**config.mk**
```make
export PLATFORM = sky130hd
export DESIGN_NAME = mem_stage_lsu
export DESIGN_NICKNAME = d
export VERILOG_FILES = /design/src/rtl/mem_stage_lsu.sv
export SDC_FILE = /design/constraint.sdc
export NUM_CORES = 1
export LEC_CHECK = 0
export ABC_AREA = 1
export BUFFER_PORTS_ARGS = -buffer_cell sky130_fd_sc_hd__buf_2
export CAP_MARGIN = 30
export CORE_ASPECT_RATIO = 0.7
export CORE_UTILIZATION = 30
export DETAILED_ROUTE_END_ITERATION = 10
export GPL_TIMING_DRIVEN = 0
export SYNTH_ARGS = -nofsm -noshare
export SYNTH_HDL_FRONTEND = slang
export SYNTH_SLANG_ARGS = --single-unit
```
**constraint.sdc**
```tcl
create_clock -name clk -period 3.7 [get_ports clk]
set_input_delay 0.555 -clock clk [delete_from_list [all_inputs] [get_ports clk]]
set_output_delay 0.555 -clock clk [all_outputs]
set_load 0.02 [all_outputs]
```
**src/rtl/mem_stage_lsu.sv**
```systemverilog
// rtl/mem_stage_lsu.sv - MEM-stage load/store unit: dmem req/ack, stall, store formatting, load extension
module mem_stage_lsu #(
  parameter int TIMEOUT = 64
) (
  input  logic        clk,
  input  logic        reset,
  input  logic        valid_EX,
  input  logic        regwrite_EX,
  input  logic [4:0]  rd_EX,
  input  logic        memread_EX,
  input  logic        memwrite_EX,
  input  logic [2:0]  funct3_EX,
  input  logic [31:0] ALU_data_EX,
  input  logic [31:0] store_data_EX,
  input  logic        dmem_ack,
  input  logic [31:0] dmem_rdata,
  output logic        dmem_req,
  output logic        dmem_we,
  output logic [31:0] dmem_addr,
  output logic [31:0] dmem_wdata,
  output logic [3:0]  dmem_be,
  output logic        regwrite_MEM,
  output logic [4:0]  rd_MEM,
  output logic        memread_MEM,
  output logic [31:0] ALU_data_MEM,
  output logic [31:0] mem_data_MEM,
  output logic        stall_MEM,
  output logic        misalign_MEM,
  output logic        bus_err_MEM
);

  localparam int CW = $clog2(TIMEOUT + 1);

  typedef enum logic [1:0] {IDLE, BUSY, DONE} state_t;

  state_t        state_q, state_d;
  logic          dmem_req_q, dmem_req_d;
  logic          dmem_we_q, dmem_we_d;
  logic [31:0]   dmem_addr_q, dmem_addr_d;
  logic [31:0]   dmem_wdata_q, dmem_wdata_d;
  logic [3:0]    dmem_be_q, dmem_be_d;
  logic [CW-1:0] cnt_q, cnt_d;
  logic [31:0]   rdata_q, rdata_d;
  logic          err_q, err_d;

  logic          memop;
  logic          fault;
  logic [31:0]   wdata_fmt;
  logic [3:0]    be_fmt;
  logic [7:0]    byte_sel;
  logic [15:0]   half_sel;
  logic [31:0]   load_ext;

  assign memop = valid_EX & (memread_EX | memwrite_EX);

  // Illegal sizes and unaligned accesses never reach the bus
  always_comb begin
    fault = 1'b0;
    case (funct3_EX)
      3'b000:  fault = 1'b0;
      3'b001:  fault = ALU_data_EX[0];
      3'b010:  fault = |ALU_data_EX[1:0];
      3'b100:  fault = memwrite_EX;
      3'b101:  fault = memwrite_EX | ALU_data_EX[0];
      default: fault = 1'b1;
    endcase
  end

  always_comb begin
    wdata_fmt = store_data_EX;
    be_fmt    = 4'b1111;
    case (funct3_EX[1:0])
      2'b00: begin
        wdata_fmt = {4{store_data_EX[7:0]}};
        be_fmt    = 4'b0001 << ALU_data_EX[1:0];
      end
      2'b01: begin
        wdata_fmt = {2{store_data_EX[15:0]}};
        be_fmt    = ALU_data_EX[1] ? 4'b1100 : 4'b0011;
      end
      default: begin
        wdata_fmt = store_data_EX;
        be_fmt    = 4'b1111;
      end
    endcase
  end

  assign byte_sel = rdata_q[{ALU_data_EX[1:0], 3'b000} +: 8];
  assign half_sel = ALU_data_EX[1] ? rdata_q[31:16] : rdata_q[15:0];

  always_comb begin
    load_ext = rdata_q;
    case (funct3_EX)
      3'b000:  load_ext = {{24{byte_sel[7]}}, byte_sel};
      3'b001:  load_ext = {{16{half_sel[15]}}, half_sel};
      3'b100:  load_ext = {24'h0, byte_sel};
      3'b101:  load_ext = {16'h0, half_sel};
      default: load_ext = rdata_q;
    endcase
  end

  always_comb begin
    state_d      = state_q;
    dmem_req_d   = dmem_req_q;
    dmem_we_d    = dmem_we_q;
    dmem_addr_d  = dmem_addr_q;
    dmem_wdata_d = dmem_wdata_q;
    dmem_be_d    = dmem_be_q;
    cnt_d        = cnt_q;
    rdata_d      = rdata_q;
    err_d        = err_q;
    stall_MEM    = 1'b0;
    misalign_MEM = 1'b0;
    mem_data_MEM = 32'h0;
    case (state_q)
      IDLE: begin
        if (memop && fault) begin
          misalign_MEM = 1'b1;
        end else if (memop) begin
          stall_MEM    = 1'b1;
          dmem_req_d   = 1'b1;
          dmem_we_d    = memwrite_EX;
          dmem_addr_d  = {ALU_data_EX[31:2], 2'b00};
          dmem_wdata_d = wdata_fmt;
          dmem_be_d    = be_fmt;
          cnt_d        = '0;
          state_d      = BUSY;
        end
      end
      BUSY: begin
        stall_MEM = 1'b1;
        // An ack in the final timeout cycle still completes normally
        if (dmem_ack) begin
          rdata_d    = dmem_rdata;
          dmem_req_d = 1'b0;
          dmem_we_d  = 1'b0;
          state_d    = DONE;
        end else if (cnt_q == CW'(TIMEOUT - 1)) begin
          dmem_req_d = 1'b0;
          dmem_we_d  = 1'b0;
          err_d      = 1'b1;
          state_d    = DONE;
        end else begin
          cnt_d = cnt_q + CW'(1);
        end
      end
      DONE: begin
        mem_data_MEM = load_ext;
        err_d        = 1'b0;
        state_d      = IDLE;
      end
      default: state_d = IDLE;
    endcase
  end

  always_ff @(posedge clk or posedge reset) begin
    if (reset) begin
      state_q      <= IDLE;
      dmem_req_q   <= 1'b0;
      dmem_we_q    <= 1'b0;
      dmem_addr_q  <= 32'h0;
      dmem_wdata_q <= 32'h0;
      dmem_be_q    <= 4'h0;
      cnt_q        <= '0;
      rdata_q      <= 32'h0;
      err_q        <= 1'b0;
    end else begin
      state_q      <= state_d;
      dmem_req_q   <= dmem_req_d;
      dmem_we_q    <= dmem_we_d;
      dmem_addr_q  <= dmem_addr_d;
      dmem_wdata_q <= dmem_wdata_d;
      dmem_be_q    <= dmem_be_d;
      cnt_q        <= cnt_d;
      rdata_q      <= rdata_d;
      err_q        <= err_d;
    end
  end

  assign dmem_req     = dmem_req_q;
  assign dmem_we      = dmem_we_q;
  assign dmem_addr    = dmem_addr_q;
  assign dmem_wdata   = dmem_wdata_q;
  assign dmem_be      = dmem_be_q;
  assign bus_err_MEM  = (state_q == DONE) & err_q;
  assign rd_MEM       = rd_EX;
  assign ALU_data_MEM = ALU_data_EX;
  assign memread_MEM  = memread_EX & valid_EX;
  assign regwrite_MEM = regwrite_EX & valid_EX & ~stall_MEM & ~misalign_MEM & ~bus_err_MEM;

endmodule

```
==> metrics.cfg, run 1 <==
[status]
outcome = complete, no violations

[job]
drv_cap = 0

[placed_design]
gp_congestion = 0.847
io_buffers = 246
pre_cts_ws_ns = 1.11
dp_hpwl_mm = 14.5
place_area_mm2 = 0.00738

[detailed_routing]
dr.pass1.iters = 5
ant_nets = 0
vias = 5763
viasPerCell = 4.60
routed_wl_mm = 18.8
drt_iter0_markers = 365
remaining_drc_errors = 0
avgRoutedWirePerCell_um = 15.0

[power_and_ir_drop]
p_int_uw = 2570
p_sw_frac = 0.382
switching_power_uw = 1590
vdd.ir_drop.worst_uv = 218
pwr-share-comb = 0.337
power.leakage_uw = 0.00440
seq_power_share = 0.429
power_frac_clock = 0.233
pwr_density_cell_mw_per_mm2 = 543

[synth]
synth-seq-cells = 110
netlist_instances = 748
syn_area_per_cell_um2 = 7.76
synth_seq_area_share = 0.474
synth_area_mm2 = 0.00581
synth_edf_count = 0
yosysUniqueCellTypes = 26
synth_flop_cell = dfrtp_1
ys_warn_count = 0
async_flop_share = 1.00

[clock_tree]
cts_tree = built
htreeDepth = 3
cts_setup_buffers = 0
cts_hold_buf = 0
cts.sinks = 110
clk_latency_ns = 0.36
cts_made_buffers = 9
cts_resized = 0
cts-root-buf = clkbuf_16
clk_pin_slew_ns = 0.08
clock_path_buffers = 2

[timing]
finalWorstSetupSlack_ns = 1.01
fin_worst_skew_ns = 0.0157
rsz0062_at_grt = false
clock.fmax_ghz = 0.371
timing.hold.ws_ns = 0.218
slew_headroom = 0.586
setup_viol = 0
fin_crit_sh = 0.728
drv_slew = 0
hold_viol_final = 0
worst_pin_slew_ns = 0.618
fin_crit_ns = 2.69

[grt]
busiest_layer = met2
grt_use_total = 0.191
grt_pass1_wl_mm = 29.3
grt_max_degree = 65
met1_usage = 0.273
grt.overflow.total = 0
grt_pass1_vias = 5363
gr-usage-met2 = 0.289
met3_usage = 0.0499
antenna_found_initial = 0

[finish]
antenna_cells = 0
syn2layout_area_growth_pct = 32.1
nets = 1119
final_cell_area_mm2 = 0.00767
drive_above_1_share = 0.352

[floorplan]
die_x_um = 168
dieArea_mm2 = 0.0199
rows = 42
fp.coreArea_mm2 = 0.0189
io_pins = 255
initial_core_util = 0.307
die_y_um = 118

[worst_setup_path]
path_class = reg2out
reg2regPathDepth = 6
crit_slowest_cell = dfrtp_1
r2r-start = state_q[0]
crit_path_max_fanout = 10
worstPathArrival_ns = 2.14
crit_chain = nor2_1 -> inv_1 -> clkbuf_1 -> nor2_1 -> nand2_1 -> inv_1 -> buf_2
r2r_slack_ns = 1.80
worst_setup_path_end_kind = primary output
timing.rr.end = rdata_q[24]
crit_required_ns = 3.14
slowest_delay_ns = 0.40
setup.worst_path.start_class = flop

[hold_path]
hold_path.class = in2async

==> power groups by stage <==
stage / sequential, uW / combinational (uW) / clock [uW]
6_report: 1790 / 1400 / 971
5_1_grt: 1830 / 1560 / 1050
4_1_cts: 1780 / 1420 / 1010
3_5_place_dp: 1810 / 1420 / 0
3_3_place_gp: 1800 / 1400 / 0
2_1_floorplan: 2020 / 652 / 0
==> registers in the layout, summed over array words and instances, names as in the netlist <==
register    flops
dmem_be         4
dmem_we         1
cnt_q           7
err_q           1
state_q         2
dmem_wdata     32
dmem_addr      30
rdata_q        32
dmem_req        1
==> synthesized netlist by cell type (all sizes together) (2+ instances only) <==
cell type | count | area share
o211ai | 2 | 0.0026
nand4 | 2 | 0.0022
a21oi | 45 | 0.039
nor3b | 2 | 0.0026
buf | 59 | 0.078
mux2 | 22 | 0.043
nand2 | 224 | 0.15
clkbuf | 17 | 0.011
dfrtp | 110 | 0.47
inv | 52 | 0.034
nand3 | 62 | 0.053
o21ai | 54 | 0.047
nor2 | 91 | 0.060
==> layout by cell type (no fill, tap or decap), types with 4 or more instances in the layout <==
master     netlist  final
buf_2            7    253
nand2_1        220    220
dfrtp_1        110    110
nor2_1          90     90
nand3_1         62     62
inv_1           49     48
a21oi_1         45     45
buf_4           45     45
o21ai_1         27     27
o21ai_0         26     26
mux2_2          22     22
clkbuf_1        17     17
clkbuf_16        0      9
buf_6            7      7
nand2_2          4      4
==> how the worst max path moves through the flow <==
stage / slack (ns) / startpoint / depth (start not counted) / to
2_1_floorplan: 0.24 / reset / 1 / cnt_q[0]
3_3_place_gp: -1.29 / reset / 2 / rdata_q[26]
3_5_place_dp: 1.11 / ALU_data_EX[0] / 12 / mem_data_MEM[30]
4_1_cts: 0.95 / state_q[0] / 7 / mem_data_MEM[12]
5_1_grt: 0.82 / state_q[0] / 7 / mem_data_MEM[15]
6_report: 1.01 / state_q[0] / 7 / mem_data_MEM[12]
==> critical path, delay by kind of cell, from the launching register on <==
family,cells,cell delay (ns)
buf+inv,4,0.79
simple gates,3,0.60
flops,1,0.40
==> metal layers <==
| metal | routed length [um] | vias up |
|---|---|---|
| met5 | 0 | - |
| met4 | 179 | 0 |
| met3 | 1420 | 14 |
| met2 | 8050 | 215 |
| met1 | 9190 | 2683 |
| li1 | - | 2851 |
==> through the flow <==
step                      TNS (ns)  total power, uW   util  cells
after floorplan                  0             2680      -    749
after global placement     -140.56             3190  0.388   1237
after detailed placement         0             3220  0.390   1238
after CTS                        0             4210  0.405   1254
after global routing             0             4440  0.405   1254
final                            0             4160  0.405   1254
==> logic make-up (layout without fill, tap and decap cells) <==
family                     count (synthesis)  count (layout)  share of synthesized area
and+or+nand+nor                          383             383                      0.267
buffers and inverters                    129             392                      0.123
DFF                                      110             110                      0.474
AOI/OAI and AO/OA                        101             101                     0.0886
muxes                                     22              22                     0.0427
adders and majority gates                  1               1                    0.00215
other                                      1               2                   0.000646
xor gates and xnor gates                   1               1                    0.00151
==> layout make-up <==
cell class	count	area [um2]
clock buffers	10	239
flip-flops and latches	110	2750
repair buffers	247	1260
well taps	242	303
multi-input cells	510	2340
inverters	53	205
plain buffers	76	515
clock inverters	6	52.6
fillers	2010	11200
No activity file was read; power rests on OpenSTA's default activity.
==> run 2: changes to the inputs <==
clock period = 2.6 ns   (was 3.7 ns; I/O delays follow)
==> metrics.cfg, run 2 (same netlist as run 1, synthesis figures left out) <==
[worst_setup_path]
setup.worst_path.start_class = flop
worstSetupStartpoint = state_q[0]
worstSetupEndpoint = mem_data_MEM[12]
worst_setup_path_end_kind = primary output
crit_slowest_cell = dfrtp_1
cp_top_family = buffers and inverters
path_class = reg2out
crit_path_max_fanout = 10
crit_chain = nor2_2 -> inv_1 -> clkbuf_1 -> nor2_1 -> nand2_1 -> inv_1 -> buf_2
crit_required_ns = 2.21
r2r_slack_ns = 0.68
worst-path-stages = 7
r2r-start = state_q[0]
worstPathArrival_ns = 2.00
timing.rr.end = rdata_q[27]
crit_top_cell = inv_1
slowest_delay_ns = 0.41
reg2regPathDepth = 6
cp.buffers_inverters = 4

[detailed_routing]
vias = 5831
avgRoutedWirePerCell_um = 14.9
remaining_drc_errors = 0
ant_nets = 0
viasPerCell = 4.65
drt_iter0_markers = 427
dr.pass1.iters = 5
routed_wl_mm = 18.7

[placed_design]
gp_congestion = 0.838
dp_hpwl_mm = 14.4
io_buffers = 246

[clock_tree]
cts.sinks = 110
clk_latency_ns = 0.36
cts_tree = built
cts_setup_buffers = 0
cts_hold_buf = 0
htreeDepth = 3
clk_pin_slew_ns = 0.08
cts-root-buf = clkbuf_16
cts_resized = 0
clock_path_buffers = 2
cts_made_buffers = 9

[grt]
grt_pass1_vias = 5394
grt_pass1_wl_mm = 29.3
grt.overflow.total = 0
grt_max_degree = 39
antenna_found_initial = 1
grt_use_total = 0.190

[timing]
fin_crit_sh = 0.919
worst_pin_slew_ns = 0.862
setup_viol = 0
fin_crit_ns = 2.39
hold_viol_final = 0
slew_headroom = 0.424
clock.fmax_ghz = 0.419
rsz0062_at_grt = false
drv_slew = 0
setup-tns-final_ns = 0
fin_worst_skew_ns = 0.0101

[power_and_ir_drop]
pwr_density_cell_mw_per_mm2 = 778
vdd.ir_drop.worst_uv = 250
power.leakage_uw = 0.00441

[floorplan]
initial_core_util = 0.307
dieArea_mm2 = 0.0199
die_y_um = 118
die_x_um = 168
rows = 42
io_pins = 255
fp.coreArea_mm2 = 0.0189

[finish]
utilization = 0.407
drive_above_1_share = 0.353
final_common_cell = buf_2
nets = 1120
final_cell_mix = buf_2 (253), nand2_1 (220), dfrtp_1 (110)
antenna_cells = 0
syn2layout_area_growth_pct = 32.6
fill_cells = 1993

[status]
outcome = complete, no violations

[hold_path]
hold_path.class = in2async

[job]
drv_cap = 0

[run 2: changes by cell type in the layout (fill, tap and decap cells not counted)]
cell,delta
bufinv_16,+1
inv_6,-2
clkbuf_1,+1
buf_16,-1
nor2_2,+2
buf_12,+2
nor2_1,-2
[run 2: how the worst min path moves through the flow]
stage,startpoint,endpoint,slack [ns],depth (start not counted)
after detailed placement,dmem_addr[18],dmem_addr[18],0.45,2
after CTS,reset,dmem_wdata[21],0.20,2
after global placement,dmem_addr[25],dmem_addr[25],0.45,2
final,reset,dmem_wdata[21],0.20,2
after floorplan,err_q,err_q,0.46,2
after global routing,reset,dmem_wdata[21],0.25,2
[run 2: where the power goes]
part / internal [uW] / switching [uW] / total, uW
Clock: 788 / 676 / 1460
Sequential: 2220 / 323 / 2540
Combinational: 752 / 1240 / 1990
Total: 3760 / 2240 / 5990
[run 2: worst reg2reg max path: stages, from the launching register on]
cell     delay, ns
dfrtp_1       0.41
nand2_1       0.21
inv_1         0.13
nand2_1       0.33
buf_2         0.34
buf_2         0.27
a21oi_1       0.11
[run 2: cell type report]
| cell class | instances | area, um2 | area share |
|---|---|---|---|
| clock inverter | 5 | 66.3 | 0.00861 |
| tap | 242 | 303 | 0.0393 |
| multi-input combinational | 510 | 2350 | 0.305 |
| buffer | 76 | 515 | 0.0669 |
| inverter | 53 | 204 | 0.0265 |
| sequential | 110 | 2750 | 0.357 |
| clock buffer | 11 | 243 | 0.0315 |
| timing repair buffer | 248 | 1270 | 0.165 |
[run 2: per-layer routing]
metal	GRT usage	wire length, um	up-vias
li1	-	-	2855
met1	0.263	8900	2737
met2	0.298	8140	221
met3	0.0509	1500	16
met4	0.0381	153	2
met5	0	13	-
[run 2: through the flow]
step	worst slack, ns	cells	area (um2)	hold WS, ns	power [uW]
3_5_place_dp	0.315	1239	7390	0.453	4580
2_1_floorplan	0.674	749	5810	0.463	3810
3_3_place_gp	0.00322	1237	7350	0.449	4540
4_1_cts	0.0430	1255	7700	0.200	6060
5_1_grt	0.0384	1255	7700	0.245	6390
6_report	0.212	1255	7700	0.201	5990
==> run 3: changes to the inputs <==
ABC_AREA = unset   (was 1)
CORE_ASPECT_RATIO = unset   (was 0.7)
==> metrics.cfg, run 3 <==
[timing]
drv_slew = 0
hold_viol_final = 0
finalWorstSetupSlack_ns = 0.105
worst_pin_slew_ns = 0.860
fin_crit_ns = 2.49
timing.hold.ws_ns = 0.165
setup_viol = 0
clock.fmax_ghz = 0.401
fin_worst_skew_ns = 0.00641
rsz0062_at_grt = false
slew_headroom = 0.427
fin_crit_sh = 0.960

[clock_tree]
htreeDepth = 3
cts_hold_buf = 0
cts-root-buf = clkbuf_16
clock_path_buffers = 2
clk_pin_slew_ns = 0.08
cts_tree = built
cts.sinks = 110
clk_latency_ns = 0.35
cts_made_buffers = 9

[detailed_routing]
dr.pass1.iters = 8
remaining_drc_errors = 24
vias = 5035
routed_wl_mm = 17.2
highest_layer = met4
met2WireLength_mm = 8.13
ant_nets = 0
viasPerCell = 4.68
drt-met1-wl_mm = 7.56
drt_iter0_markers = 212
avgRoutedWirePerCell_um = 16.0
dr_wl_met3_mm = 1.24

[placed_design]
pre_cts_ws_ns = -0.104
gp_congestion = 0.783
io_buffers = 244
dp_hpwl_mm = 13.3
place_area_mm2 = 0.00718

[floorplan]
die_y_um = 139
rows = 49
fp.coreArea_mm2 = 0.0181
io_pins = 255
dieArea_mm2 = 0.0193
initial_core_util = 0.310
die_x_um = 139

[finish]
drive_above_1_share = 0.437
final_common_cell = buf_2
final_cell_area_mm2 = 0.00754
fill_cells = 1815
nets = 954
antenna_cells = 0
final_cell_mix = buf_2 (246), nand2_1 (160), dfrtp_1 (110)
syn2layout_area_growth_pct = 34.1

[power_and_ir_drop]
power.leakage_uw = 0.00414
pwr_density_cell_mw_per_mm2 = 804
vdd.ir_drop.worst_uv = 299

[synth]
netlist_top_cells_count = nand2_1 (160), dfrtp_1 (110), o21ai_0 (43), buf_4 (39), mux2_2 (33)
synth_top_area_share = 0.489
netlist_instances = 583
synth_area_mm2 = 0.00563
yosysMostFrequentCell = nand2_1
synth_seq_area_share = 0.489
ys_warn_count = 0
yosysUniqueCellTypes = 42
yosys.area.top_type = dfrtp_1
synth_edf_count = 0
async_flop_share = 1.00
synth_flop_cell = dfrtp_1
synth_area_leaders = dfrtp_1 (49%), nand2_1 (11%), mux2_2 (6.6%)
synth-seq-cells = 110
syn_area_per_cell_um2 = 9.65

[worst_setup_path]
setup.worst_path.start_class = flop
crit_required_ns = 2.21
worst_setup_path_end_kind = primary output
path_class = reg2out
worstPathArrival_ns = 2.10
crit_path_max_fanout = 6

[status]
outcome = finished, violations left
violations = design-rule violations

[grt]
grt_pass1_vias = 4859
antenna_found_initial = 0
grt_use_total = 0.179
grt_pass1_wl_mm = 26.7
grt_max_degree = 41
grt.overflow.total = 0

[job]
drv_cap = 0

[hold_path]
hold_path.class = in2async

==> run 3: cell types whose count changed after synthesis, moves of 11 or more <==
| cell | previous run | this run |
|---|---|---|
| mux2_2 | 22 | 33 |
| o21ai_1 | 27 | 0 |
| nand2_1 | 220 | 160 |
| mux2i_1 | 0 | 31 |
| nor2_1 | 90 | 17 |
| nand3_1 | 62 | 10 |
| a21o_1 | 0 | 18 |
| inv_1 | 49 | 5 |
| a21oi_1 | 45 | 22 |
| o21ai_0 | 26 | 43 |
==> run 3: where the power goes <==
group	total, uW	internal [uW]	leakage [uW]	switching (uW)
clock	1450	807	0.000154	646
combinational	1970	806	0.00262	1160
sequential	2640	2250	0.00136	388
==> run 3: through the flow <==
step / total power [uW] / cells / util / setup TNS [ns]
3_5_place_dp: 4660 / 1059 / 0.396 / -1.25
5_1_grt: 6440 / 1076 / 0.416 / 0
6_report: 6060 / 1076 / 0.416 / 0
4_1_cts: 6150 / 1076 / 0.415 / 0
2_1_floorplan: 3860 / 584 / - / 0
3_3_place_gp: 4610 / 1057 / 0.394 / -1.08
==> run 3: cell type report <==
class	instances	area (um2)	area share
clock buffer	12	256	0.0340
buffer	73	498	0.0660
sequential	110	2750	0.365
tap	229	287	0.0380
multi-input combinational	395	2400	0.318
timing repair buffer	248	1280	0.169
clock inverter	4	52.6	0.00697
inverter	5	22.5	0.00299
==> run 3: worst paths after layout <==
| path | depth (start not counted) | to | from | slack (ns) |
|---|---|---|---|---|
| hold / removal | 2 | dmem_addr[23] | reset | 0.17 |
| setup / recovery | 6 | mem_data_MEM[31] | rdata_q[23] | 0.11 |
| max in group asynchronous | 3 | rdata_q[1] | reset | 1.78 |
| min in group clk | 3 | dmem_addr[23] | ALU_data_EX[23] | 0.24 |
| setup reg to reg | 5 | rdata_q[3] | state_q[0] | 0.45 |
| hold reg to reg | 2 | dmem_addr[4] | dmem_addr[4] | 0.47 |
==> run 3: layer usage <==
layer  global-route usage  up-vias
met5                    0        -
met4               0.0573        0
met1                0.235     2370
met3               0.0380       18
li1                     -     2454
met2                0.294      193
==> run 3: worst max-delay path: stages, from the launching register on <==
cell,delay [ns]
dfrtp_1,0.43
mux4_2,0.31
nand2b_1,0.10
a2111oi_4,0.38
buf_4,0.22
a21o_1,0.13
buf_2,0.17
==> run 3: logic make-up after synthesis <==
logic type               share of synthesized area
multiplexers                                 0.125
adder cells (fa/ha/maj)                    0.00222
flip-flops                                   0.489
AND/OR/NAND/NOR                              0.157
AO/OA/AOI/OAI                                0.134
other                                     0.000666
buffers and inverters                       0.0914
==> run 3: what timing repair did <==
action,in CTS,in global routing
gates resized for setup,7,7
buffers inserted,1,0
pin swaps,1,0
endpoints found under the setup margin,26,31
